<file path="src/rtl/bus_arbiter.sv">
// Round-robin arbiter sharing one memory/MMIO bus between the CPU fetch
// port (I) and the load/store port (D). Each winning request is registered,
// issued to the slave, and completed either by the slave's acknowledge or
// by a timeout. A one-cycle acknowledge with read data then goes back to
// the master that was granted.
module bus_arbiter #(
  parameter int XLEN    = 32,
  parameter int ADDR_W  = 32,
  parameter int TIMEOUT = 16
) (
  input  logic                clk,
  input  logic                reset,

  // Instruction-fetch port
  input  logic                i_req,
  input  logic [ADDR_W-1:0]   i_addr,
  output logic [XLEN-1:0]     i_rdata,
  output logic                i_ack,
  output logic                i_err,

  // Load/store port
  input  logic                d_req,
  input  logic                d_we,
  input  logic [XLEN/8-1:0]   d_wstrb,
  input  logic [ADDR_W-1:0]   d_addr,
  input  logic [XLEN-1:0]     d_wdata,
  output logic [XLEN-1:0]     d_rdata,
  output logic                d_ack,
  output logic                d_err,

  // Slave (address decoder) side
  output logic                mem_req,
  output logic                mem_we,
  output logic [XLEN/8-1:0]   mem_wstrb,
  output logic [ADDR_W-1:0]   mem_addr,
  output logic [XLEN-1:0]     mem_wdata,
  input  logic [XLEN-1:0]     mem_rdata,
  input  logic                mem_ack
);

  localparam int STRB_W = XLEN / 8;
  localparam int CNT_W  = $clog2(TIMEOUT);

  // Last cycle of ISSUE before the transaction is declared timed out.
  localparam logic [CNT_W-1:0] CNT_LAST = CNT_W'(TIMEOUT - 1);

  // Controller states.
  localparam logic [1:0] ST_IDLE  = 2'd0;
  localparam logic [1:0] ST_ISSUE = 2'd1;
  localparam logic [1:0] ST_RESP  = 2'd2;

  // Master identifiers held in last_grant.
  localparam logic SEL_I = 1'b0;
  localparam logic SEL_D = 1'b1;

  // ---------------------------------------------------------------------
  // State
  // ---------------------------------------------------------------------
  logic [1:0]        state, state_d;
  logic              last_grant, last_grant_d;   // also the current owner
  logic [CNT_W-1:0]  cnt, cnt_d;

  // Latched request and response
  logic [ADDR_W-1:0] addr_q;
  logic [XLEN-1:0]   wdata_q;
  logic              we_q;
  logic [STRB_W-1:0] wstrb_q;
  logic [XLEN-1:0]   rdata_q;
  logic              err_q;

  // Strobes from the controller to the datapath
  logic              take_req;    // capture the winner's request this edge
  logic              take_ack;    // slave answered: capture mem_rdata
  logic              take_tmo;    // timed out: capture error response

  // ---------------------------------------------------------------------
  // Next-state and arbitration decision
  // ---------------------------------------------------------------------
  // NOTE: every signal driven here gets a default first, so no path through
  // the case can leave one unassigned and infer a latch.
  always_comb begin
    state_d      = state;
    last_grant_d = last_grant;
    cnt_d        = cnt;
    take_req     = 1'b0;
    take_ack     = 1'b0;
    take_tmo     = 1'b0;

    case (state)
      ST_IDLE: begin
        if (i_req || d_req) begin
          if (i_req && d_req) begin
            // Contention: the master that did not win last time goes next.
            last_grant_d = ~last_grant;
          end else if (d_req) begin
            last_grant_d = SEL_D;
          end else begin
            last_grant_d = SEL_I;
          end
          take_req = 1'b1;
          cnt_d    = '0;
          state_d  = ST_ISSUE;
        end
      end

      ST_ISSUE: begin
        if (mem_ack) begin
          take_ack = 1'b1;
          cnt_d    = '0;
          state_d  = ST_RESP;
        end else if (cnt == CNT_LAST) begin
          take_tmo = 1'b1;
          cnt_d    = '0;
          state_d  = ST_RESP;
        end else begin
          cnt_d = cnt + CNT_W'(1);
        end
      end

      ST_RESP: begin
        // Requests are deliberately not sampled here; the master gets one
        // cycle to drop req after its ack.
        cnt_d   = '0;
        state_d = ST_IDLE;
      end

      default: begin
        cnt_d   = '0;
        state_d = ST_IDLE;
      end
    endcase
  end

  // ---------------------------------------------------------------------
  // Control registers: state, round-robin pointer, timeout counter
  // ---------------------------------------------------------------------
  // NOTE: sequential state uses non-blocking assignments so every register
  // sees the pre-edge values of the others, independent of statement order.
  always_ff @(posedge clk or posedge reset) begin
    if (reset) begin
      state      <= ST_IDLE;
      last_grant <= SEL_D;     // makes I win the first contest after reset
      cnt        <= '0;
    end else begin
      state      <= state_d;
      last_grant <= last_grant_d;
      cnt        <= cnt_d;
    end
  end

  // ---------------------------------------------------------------------
  // Request capture: the granted master's command, frozen through ISSUE
  // ---------------------------------------------------------------------
  // NOTE: these data registers are reset too, because they drive module
  // outputs directly and the bus must read all-zero straight out of reset.
  always_ff @(posedge clk or posedge reset) begin
    if (reset) begin
      addr_q  <= '0;
      wdata_q <= '0;
      we_q    <= 1'b0;
      wstrb_q <= '0;
    end else if (take_req) begin
      if (last_grant_d == SEL_I) begin
        // Fetches are always reads.
        addr_q  <= i_addr;
        wdata_q <= '0;
        we_q    <= 1'b0;
        wstrb_q <= '0;
      end else begin
        addr_q  <= d_addr;
        wdata_q <= d_wdata;
        we_q    <= d_we;
        wstrb_q <= d_wstrb;
      end
    end
  end

  // ---------------------------------------------------------------------
  // Response capture: slave data on ack, zero data plus error on timeout
  // ---------------------------------------------------------------------
  always_ff @(posedge clk or posedge reset) begin
    if (reset) begin
      rdata_q <= '0;
      err_q   <= 1'b0;
    end else if (take_ack) begin
      rdata_q <= mem_rdata;
      err_q   <= 1'b0;
    end else if (take_tmo) begin
      rdata_q <= '0;
      err_q   <= 1'b1;
    end
  end

  // ---------------------------------------------------------------------
  // Outputs
  // ---------------------------------------------------------------------
  logic resp_i;
  logic resp_d;

  assign resp_i = (state == ST_RESP) && (last_grant == SEL_I);
  assign resp_d = (state == ST_RESP) && (last_grant == SEL_D);

  assign mem_req   = (state == ST_ISSUE);
  assign mem_we    = we_q;
  assign mem_wstrb = wstrb_q;
  assign mem_addr  = addr_q;
  assign mem_wdata = wdata_q;

  // Read data is gated so the idle port never sees the other's data.
  assign i_ack   = resp_i;
  assign i_err   = resp_i & err_q;
  assign i_rdata = resp_i ? rdata_q : '0;

  assign d_ack   = resp_d;
  assign d_err   = resp_d & err_q;
  assign d_rdata = resp_d ? rdata_q : '0;

endmodule

</file>
<file path="config.mk">
export PLATFORM = sky130hd
export DESIGN_NAME = bus_arbiter
export DESIGN_NICKNAME = d
export VERILOG_FILES = /design/src/rtl/bus_arbiter.sv
export SDC_FILE = /design/constraint.sdc
export NUM_CORES = 1
export LEC_CHECK = 0
export CAP_MARGIN = 40
export CORE_AREA = 2 2 119 121
export DETAILED_ROUTE_END_ITERATION = 16
export DIE_AREA = 0 0 121 123
export GPL_ROUTABILITY_DRIVEN = 0
export HOLD_SLACK_MARGIN = 0.03
export PLACE_DENSITY = 0.74
export SYNTH_ARGS = -nofsm -noshare
export SYNTH_HDL_FRONTEND = slang
export SYNTH_SLANG_ARGS = --single-unit
export TNS_END_PERCENT = 100
</file>
<file path="constraint.sdc">
create_clock -name clk -period 4.9 [get_ports clk]
set_input_delay 1.47 -clock clk [delete_from_list [all_inputs] [get_ports clk]]
set_output_delay 1.47 -clock clk [all_outputs]
set_load 0.01 [all_outputs]
</file>
## Yosys cells after proc, flatten, opt, wreduce, memory -nomap -nowiden

Index checks and enable logic that the tools add are counted.

- Reduce and logical (&&, ||, !) cells: 7
- Bitwise operators: 3
- $mul: 0
- Magnitude comparators: 0
- Divide/modulo/power cells: 0
- $add $sub $neg: 1
- Shift-type cells: 0
- Mux-type cells: 29
- Eq/ne operators: 5

Operator list:

| operator | number |
|---|---|
| 32-bit 2-to-1 mux | 6 |
| 4-bit 2-to-1 mux | 4 |
| 1-bit 2-to-1 mux | 14 |
| 4-bit one-hot mux with 2 select lines | 1 |
| 2-bit 2-to-1 mux | 3 |
| 4-bit by 1-bit adder with 4-bit output, second input constant | 1 |
| 4-bit == test, second input constant | 1 |
| 2-bit one-hot mux with 2 select lines | 1 |
| 1-bit logical AND | 3 |
| 3-bit by 1-bit != test with 1-bit output, second input constant | 1 |
| 1-bit bitwise AND | 2 |
| 2-bit by 1-bit == test with 1-bit output, second input constant | 1 |
| 2-bit == test, second input constant | 1 |
| 2-bit zero test | 1 |
| 2-bit != test, second input constant | 1 |
| 2-bit AND reduction | 1 |
| 2-bit nonzero test | 1 |
| 1-bit logical OR | 1 |
| 1-bit NOT | 1 |

- Memory bits (writable): 0
- Memories kept: 0
- Bits in latches: 0
- Logic and storage cells: 54
- Register bits after elaboration: 109
- ROM bits: 0
- Output and inout bits: 138

## Depth between registers and ports, before layout

- Depth after elaboration: 6
- Gate-level depth with buffers: 5
- Gate-level depth less buffers: 4

## Worst setup path before layout

OpenSTA, ideal clock, no wires.

- Path type: reg2out
- Start point: register last_grant
- End point: output port d_rdata[10]
- Stages on the path, launching flop included: 5
- Path slack: 2.135 ns
- Arrival: 1.295 ns
- Cell sequence: dfstp_2 > inv_2 > nor3b_2 > clkbuf_1 > and2_1

- Cells in the longest elaborated chain, start to end: 2

Ends and longest elaborated chain:

| what | line | RTL |
|---|---|---|
| start, declared | 60 | `logic last_grant, last_grant_d;` |
| start signal, assigned | 146 | `last_grant <= last_grant_d;` |
| 1-bit logical AND | 201 | `assign resp_d = (state == ST_RESP) && (last_grant == SEL_D);` |
| 32-bit 2-to-1 mux | 216 | `assign d_rdata = resp_d ? rdata_q : '0;` |
| end, declared | 27 | `output logic [XLEN-1:0] d_rdata,` |

Every way passes these cells.

## Final worst setup path

- Start point: register last_grant
- End point: output port d_rdata[9]

Same word-level chain as after synthesis.

==> flow_metrics.env <==
export IMPL_outcome="finished clean"
export IMPL_p_switching_mw=1.35
export IMPL_tightestPinTransition_ns=0.777
export IMPL_clock_path_buffers=2
export IMPL_cp_required_ns=3.43
export IMPL_crit_family="buffers and inverters"
export IMPL_drt_total_wl_um=14500
export IMPL_power_density_nw_per_um2=519
export IMPL_hold_buffers=0
export IMPL_share_seq_of_total_power_pct=37.9
export IMPL_synth_edff_count=0
export IMPL_yosysTopAreaCellShare_pct=58.1
export IMPL_critPathBufInv=3
export IMPL_cts_htree_levels=3
export IMPL_start_util_pct=34.2
export IMPL_max_cap_violations=0
export IMPL_clk_pin_slew_ns=0.07
export IMPL_wl_per_cell_um=16.9
export IMPL_ir_drop_v=0.000250
export IMPL_power_frac_comb_pct=42.1
export IMPL_worstSetupEndpointType="output pin"
export IMPL_synth_top_cell_by_area="dfrtp_1"
export IMPL_worstHoldStart="mem_addr[11]$_DFFE_PP0P_"
export IMPL_rsz0062_at_grt="no"
export IMPL_vias=4262
export IMPL_tns_ns=0
export IMPL_finalNonFillerCells=854
export IMPL_grt_pass1_vias=4285
export IMPL_via_per_inst=4.99
export IMPL_worst_r2r_cell_count=5
export IMPL_crit_path_cell_trace="inv_2, nor3b_2, buf_4, and2_1, clkdlybuf4s50_1"
export IMPL_synth_compound_area_share_pct=23.3
export IMPL_die_x_um=121
export IMPL_worstPathMaxFanout=34
export IMPL_power_frac_clock_pct=20.0
export IMPL_reg2reg_from="cnt[0]$_DFFE_PP0P_"
export IMPL_nets=808
export IMPL_hold_class="register to register"
export IMPL_syn_instance_count=407
export IMPL_max_slew_margin_pct=47.7
export IMPL_synthAdderAreaFrac_pct=0.269
export IMPL_p_leak_nw=3.39
export IMPL_cts_root_buf="clkbuf_16"
export IMPL_finalHoldViolCount=0
export IMPL_whs_path_depth=2
export IMPL_ys_warn_count=0
export IMPL_setup_viol=0
export IMPL_final_max_slew_viol_count=0
export IMPL_ff2ff_setup_slack_ns=2.92
export IMPL_finalCritPeriodShare_pct=74.5
export IMPL_fin_skew_ns=0.00807
export IMPL_p_int_mw=2.76
export IMPL_syn_nets=546
export IMPL_ys_async_sr_fraction_pct=100
export IMPL_num_rows=43
export IMPL_syn_area_sq_um=4650
export IMPL_cp_data_arrival_time_ns=2.18
export IMPL_min_to="mem_addr[11]$_DFFE_PP0P_"
export IMPL_dieArea_sq_um=14900
export IMPL_area_growth_pct=70.4
export IMPL_synth_seq_cells=109
export IMPL_post_cts_setup_buffers=0
export IMPL_final_util_pct=58.2
export IMPL_drc=0
export IMPL_diodes=0
export IMPL_mostFrequentLayoutCell="clkdlybuf4s50_1"
export IMPL_drt_iter0_drc=207
export IMPL_overflow=0
export IMPL_finalPower_mw=4.12
export IMPL_post_cts_resized=0
export IMPL_grt_max_degree=110
export IMPL_fp_dieH_um=123
export IMPL_fmax_mhz=274
export IMPL_synth_flop_cell="dfrtp_1"
export IMPL_antenna_found_initial=0
export IMPL_synth_top_family_by_area="compound AO/OA/AOI/OAI gates"
export IMPL_synthXorXnorAreaFrac_pct=0.188
export IMPL_antenna_left=0
export IMPL_cts_tree="built"
export IMPL_crit_slowest_cell="dfstp_2"
export IMPL_yosysSeqAreaShare_pct=58.6
export IMPL_r2r_end="rdata_q[1]$_DFFE_PP0P_"
export IMPL_synth_distinct_cells=28
export IMPL_clock_sinks=109
export IMPL_syn_avg_cell_area_sq_um=11.4
export IMPL_grt_usage_pct=18.8
export IMPL_fillCellCount=1098
export IMPL_worstSkewPairLatency_ns=0.34
export IMPL_drtPass1Iterations=5
export IMPL_core_area_sq_um=13600
export IMPL_mostFrequentLayoutCells="clkdlybuf4s50_1 (275), dfrtp_1 (108), a22o_1 (71)"
export IMPL_synthSimpleGateAreaFrac_pct=13.7
export IMPL_critPathKind="register to output pin"
export IMPL_grt_pass1_wl_um=21900
export IMPL_muxShareOfSynthArea_pct=0
export IMPL_cts_buffers_inserted=9
export IMPL_ios=276
export IMPL_slowest_delay_ns=0.59
export IMPL_io_buffer_count=275
export IMPL_dp_cells=838
export IMPL_power_share_switching_pct=32.9
export IMPL_post_dp_hpwl_um=10700
export IMPL_fin_crit_ns=3.65
export IMPL_start_kind="register"
export IMPL_drive_above_1_share_pct=5.34
export IMPL_synth_top_cells_by_area="dfrtp_1 (58%), a22o_1 (13%), and2_1 (9.1%)"
## cells in the mapped netlist, types with 3 or more instances
cell type    n
o21ai_1      8
a22oi_1     32
a21oi_1      3
dfrtp_1    108
nand2_1     35
o21ai_0     28
clkbuf_1    13
buf_4        7
buf_2       13
a22o_1      71
and2_1      68
## flip-flops by register name, indices dropped and copies added, names as in the netlist
signal and cells:
cnt 4, err_q 1, last_grant 1, mem_addr 32, mem_wdata 32, mem_we 1, mem_wstrb 4, rdata_q 32
state 2
## logic make-up (layout without fill, tap and decap cells)
| family | after synthesis | count (layout) |
|---|---|---|
| flops | 109 | 109 |
| simple gates | 115 | 115 |
| fa+ha+maj | 1 | 1 |
| buf+inv | 36 | 303 |
| compound gates | 145 | 145 |
| xor+xnor | 1 | 1 |
## power by group through the flow
| stage | combinational (mW) | clock (mW) | sequential (mW) |
|---|---|---|---|
| final | 1.73 | 0.825 | 1.56 |
| after global routing | 1.87 | 0.897 | 1.61 |
| after CTS | 1.75 | 0.849 | 1.56 |
| after detailed placement | 1.75 | 0 | 1.57 |
| after global placement | 1.67 | 0 | 1.56 |
| after floorplan | 0.715 | 0 | 1.63 |
## worst reg2reg max path, stage by stage, from the launching register on
cell and delay [ns]:
dfrtp_1 0.41, ha_1 0.24, and3_1 0.19, o21ai_2 0.52, buf_4 0.36, a22o_1 0.18
## per-stage QoR
| step | hold slack [ns] | setup WS, ns | instance area [sq um] |
|---|---|---|---|
| 3_3_place_gp | 0.466 | 1.55 | 7550 |
| 5_1_grt | 0.508 | 1.11 | 7930 |
| 2_1_floorplan | 0.468 | 0.558 | 4650 |
| 6_report | 0.485 | 1.25 | 7930 |
| 3_5_place_dp | 0.472 | 1.45 | 7580 |
| 4_1_cts | 0.489 | 1.22 | 7930 |
## worst max path at each step
stage	from	end	slack, ns	cells past startpoint
after floorplan	reset	cnt[0]$_DFFE_PP0P_	0.56	1
after global placement	d_req	mem_wdata[13]$_DFFE_PP0P_	1.55	6
after detailed placement	d_req	mem_wdata[7]$_DFFE_PP0P_	1.45	6
after CTS	last_grant$_DFF_PP1_	d_rdata[9]	1.22	5
after global routing	last_grant$_DFF_PP1_	d_rdata[9]	1.11	5
final	last_grant$_DFF_PP1_	d_rdata[9]	1.25	5
## final cells by class
type | count | area, sq um | area share (%)
Multi-Input combinational cell | 262 | 1760 | 22.2
Clock inverter | 7 | 121 | 1.53
Sequential cell | 109 | 2730 | 34.4
Clock buffer | 9 | 225 | 2.84
Timing Repair Buffer | 284 | 2850 | 36.0
Inverter | 3 | 13.8 | 0.174
Tap cell | 180 | 225 | 2.84
## metal layers
layer	vias to the layer above	global-route usage (%)	wire length, um
met2	175	31.1	7240
met5	-	0	0
met1	2080	23.8	5960
li1	1987	-	-
met3	20	4.98	986
met4	0	6.54	274
Power figures use the tool's default switching activity.
==> patch, RTL diff (same flow settings) <==
The parameter `XLEN` goes from 32 to 16.
--- a/src/rtl/bus_arbiter.sv
+++ b/src/rtl/bus_arbiter.sv
@@ -4,7 +4,7 @@
 // by a timeout. A one-cycle acknowledge with read data then goes back to
 // the master that was granted.
 module bus_arbiter #(
-  parameter int XLEN    = 32,
+  parameter int XLEN    = 16,
   parameter int ADDR_W  = 32,
   parameter int TIMEOUT = 16
 ) (
Interface: changed (7 resized); port bits go from 276 to 192. No check against the original RTL was run, so the function may have changed too.
==> patch against the original RTL <==
Cell area decreased by 19%; register-to-register slack got worse by 0.55 ns; sequential share of layout area shrank 5.0 points; total power shrank 10%; synthesized area is 14% lower; routed wire length is 7.1% lower; setup slack got worse by 0.40 ns; utilization decreased by 11 points; non-clock buffer count decreased by 81; worst hold slack improved by 0.0077 ns; final cell count down 15%; clock skew shrank 0.0023 ns; largest power group unchanged; synthesized cell count shrank 7.6%; sequential cell count is 34 lower.
==> patch: results (changes against the original RTL) <==
{| class="wikitable"
! Metric !! Value
|-
| Net count reported at finish || 648 (-20%)
|-
| Clock buffer cells || 12 (+3)
|-
| Run status || completed
|-
| Capturing point of the worst reg2reg path || mem_wdata[4]
|-
| Cell Pwr Density || 578 nW/um^2 (+11%)
|-
| Via-to-Cell Ratio || 5.30 (+6.2%)
|-
| Final Hold Slack || 0.493 ns (+0.00772 ns)
|-
| Post-synthesis cell type count || 34 (+21%)
|-
| Synthesized-area fraction occupied by adder cells || 0.313% (+0.044 points)
|-
| Most common library cells after synthesis || 74 x sky130_fd_sc_hd__dfrtp_1, 35 x sky130_fd_sc_hd__and2_1, 34 x sky130_fd_sc_hd__a21oi_1, 34 x sky130_fd_sc_hd__o211ai_1, 33 x sky130_fd_sc_hd__a31oi_1
|-
| Worst-case hold path end point || mem_wdata[11]
|-
| Critical-path top delay cell || sky130_fd_sc_hd__nor3b_2
|-
| Kind of cell adding the most delay to the critical path || simple AND/OR/NAND/NOR gates
|-
| Number of I/O port buffers || 191 (-31%)
|-
| Global-route usage over all layers || 18.0% (-0.79 points)
|-
| Final clock period utilization by the worst path || 82.6% (+8.1 points)
|-
| Beginning of the worst hold path || mem_wdata[11]
|-
| Sum of net half-perimeters after detailed placement || 9.03 mm (-15%)
|-
| Compound-cell area share of the yosys netlist || 33.5% (+10 points)
|-
| Detailed Route Iter0 Violations || 221 (+6.8%)
|-
| Number of global-route vias before repair || 3968 (-7.4%)
|-
| Reg2Reg Depth || 4 (-1)
|-
| Sequential cell area fraction in the yosys report || 47.0% (-12 points)
|-
| Router iterations before antenna repair || 4 (-1)
|-
| Number of combinational gates with multiple inputs || 249 (-5.0%)
|-
| Filler cell count in the final layout || 1232 (+12%)
|-
| Termination of the worst setup path || d_rdata[3]
|-
| Ranking of synthesized cells by area || sky130_fd_sc_hd__dfrtp_1 46%, sky130_fd_sc_hd__o211ai_2 9.4%, sky130_fd_sc_hd__o211ai_1 6.4%
|-
| Max-slew headroom || 38.7% (-9.0 points)
|-
| Inverters || 5 (+2)
|-
| Cell area after synthesis || 4000 um^2 (-14%)
|-
| Maximum number of pins on one net before global-route repair || 43 (-61%)
|}
## patch: changes by cell type after synthesis, moves of 30 or more
| cell | delta |
|---|---|
| sky130_fd_sc_hd__o211ai_2 | +30 |
| sky130_fd_sc_hd__and2_1 | -33 |
| sky130_fd_sc_hd__a31oi_1 | +32 |
| sky130_fd_sc_hd__nand2_1 | -30 |
| sky130_fd_sc_hd__dfrtp_1 | -34 |
| sky130_fd_sc_hd__a22oi_1 | -32 |
| sky130_fd_sc_hd__a22o_1 | -54 |
| sky130_fd_sc_hd__a21oi_1 | +31 |
| sky130_fd_sc_hd__o211ai_1 | +34 |
## patch: layer usage
metal	wire length, um	vias up	track usage (%)
met3	993	9	4.20
li1	-	1773	-
met4	112	0	5.01
met2	6670	160	30.9
met1	5650	1918	22.7
met5	0	-	0
## patch: where the power goes
part	switching, W	internal, W
sequential	0.000195	0.000900
combinational	0.000905	0.000858
clock	0.000256	0.000577
total	0.00136	0.00234
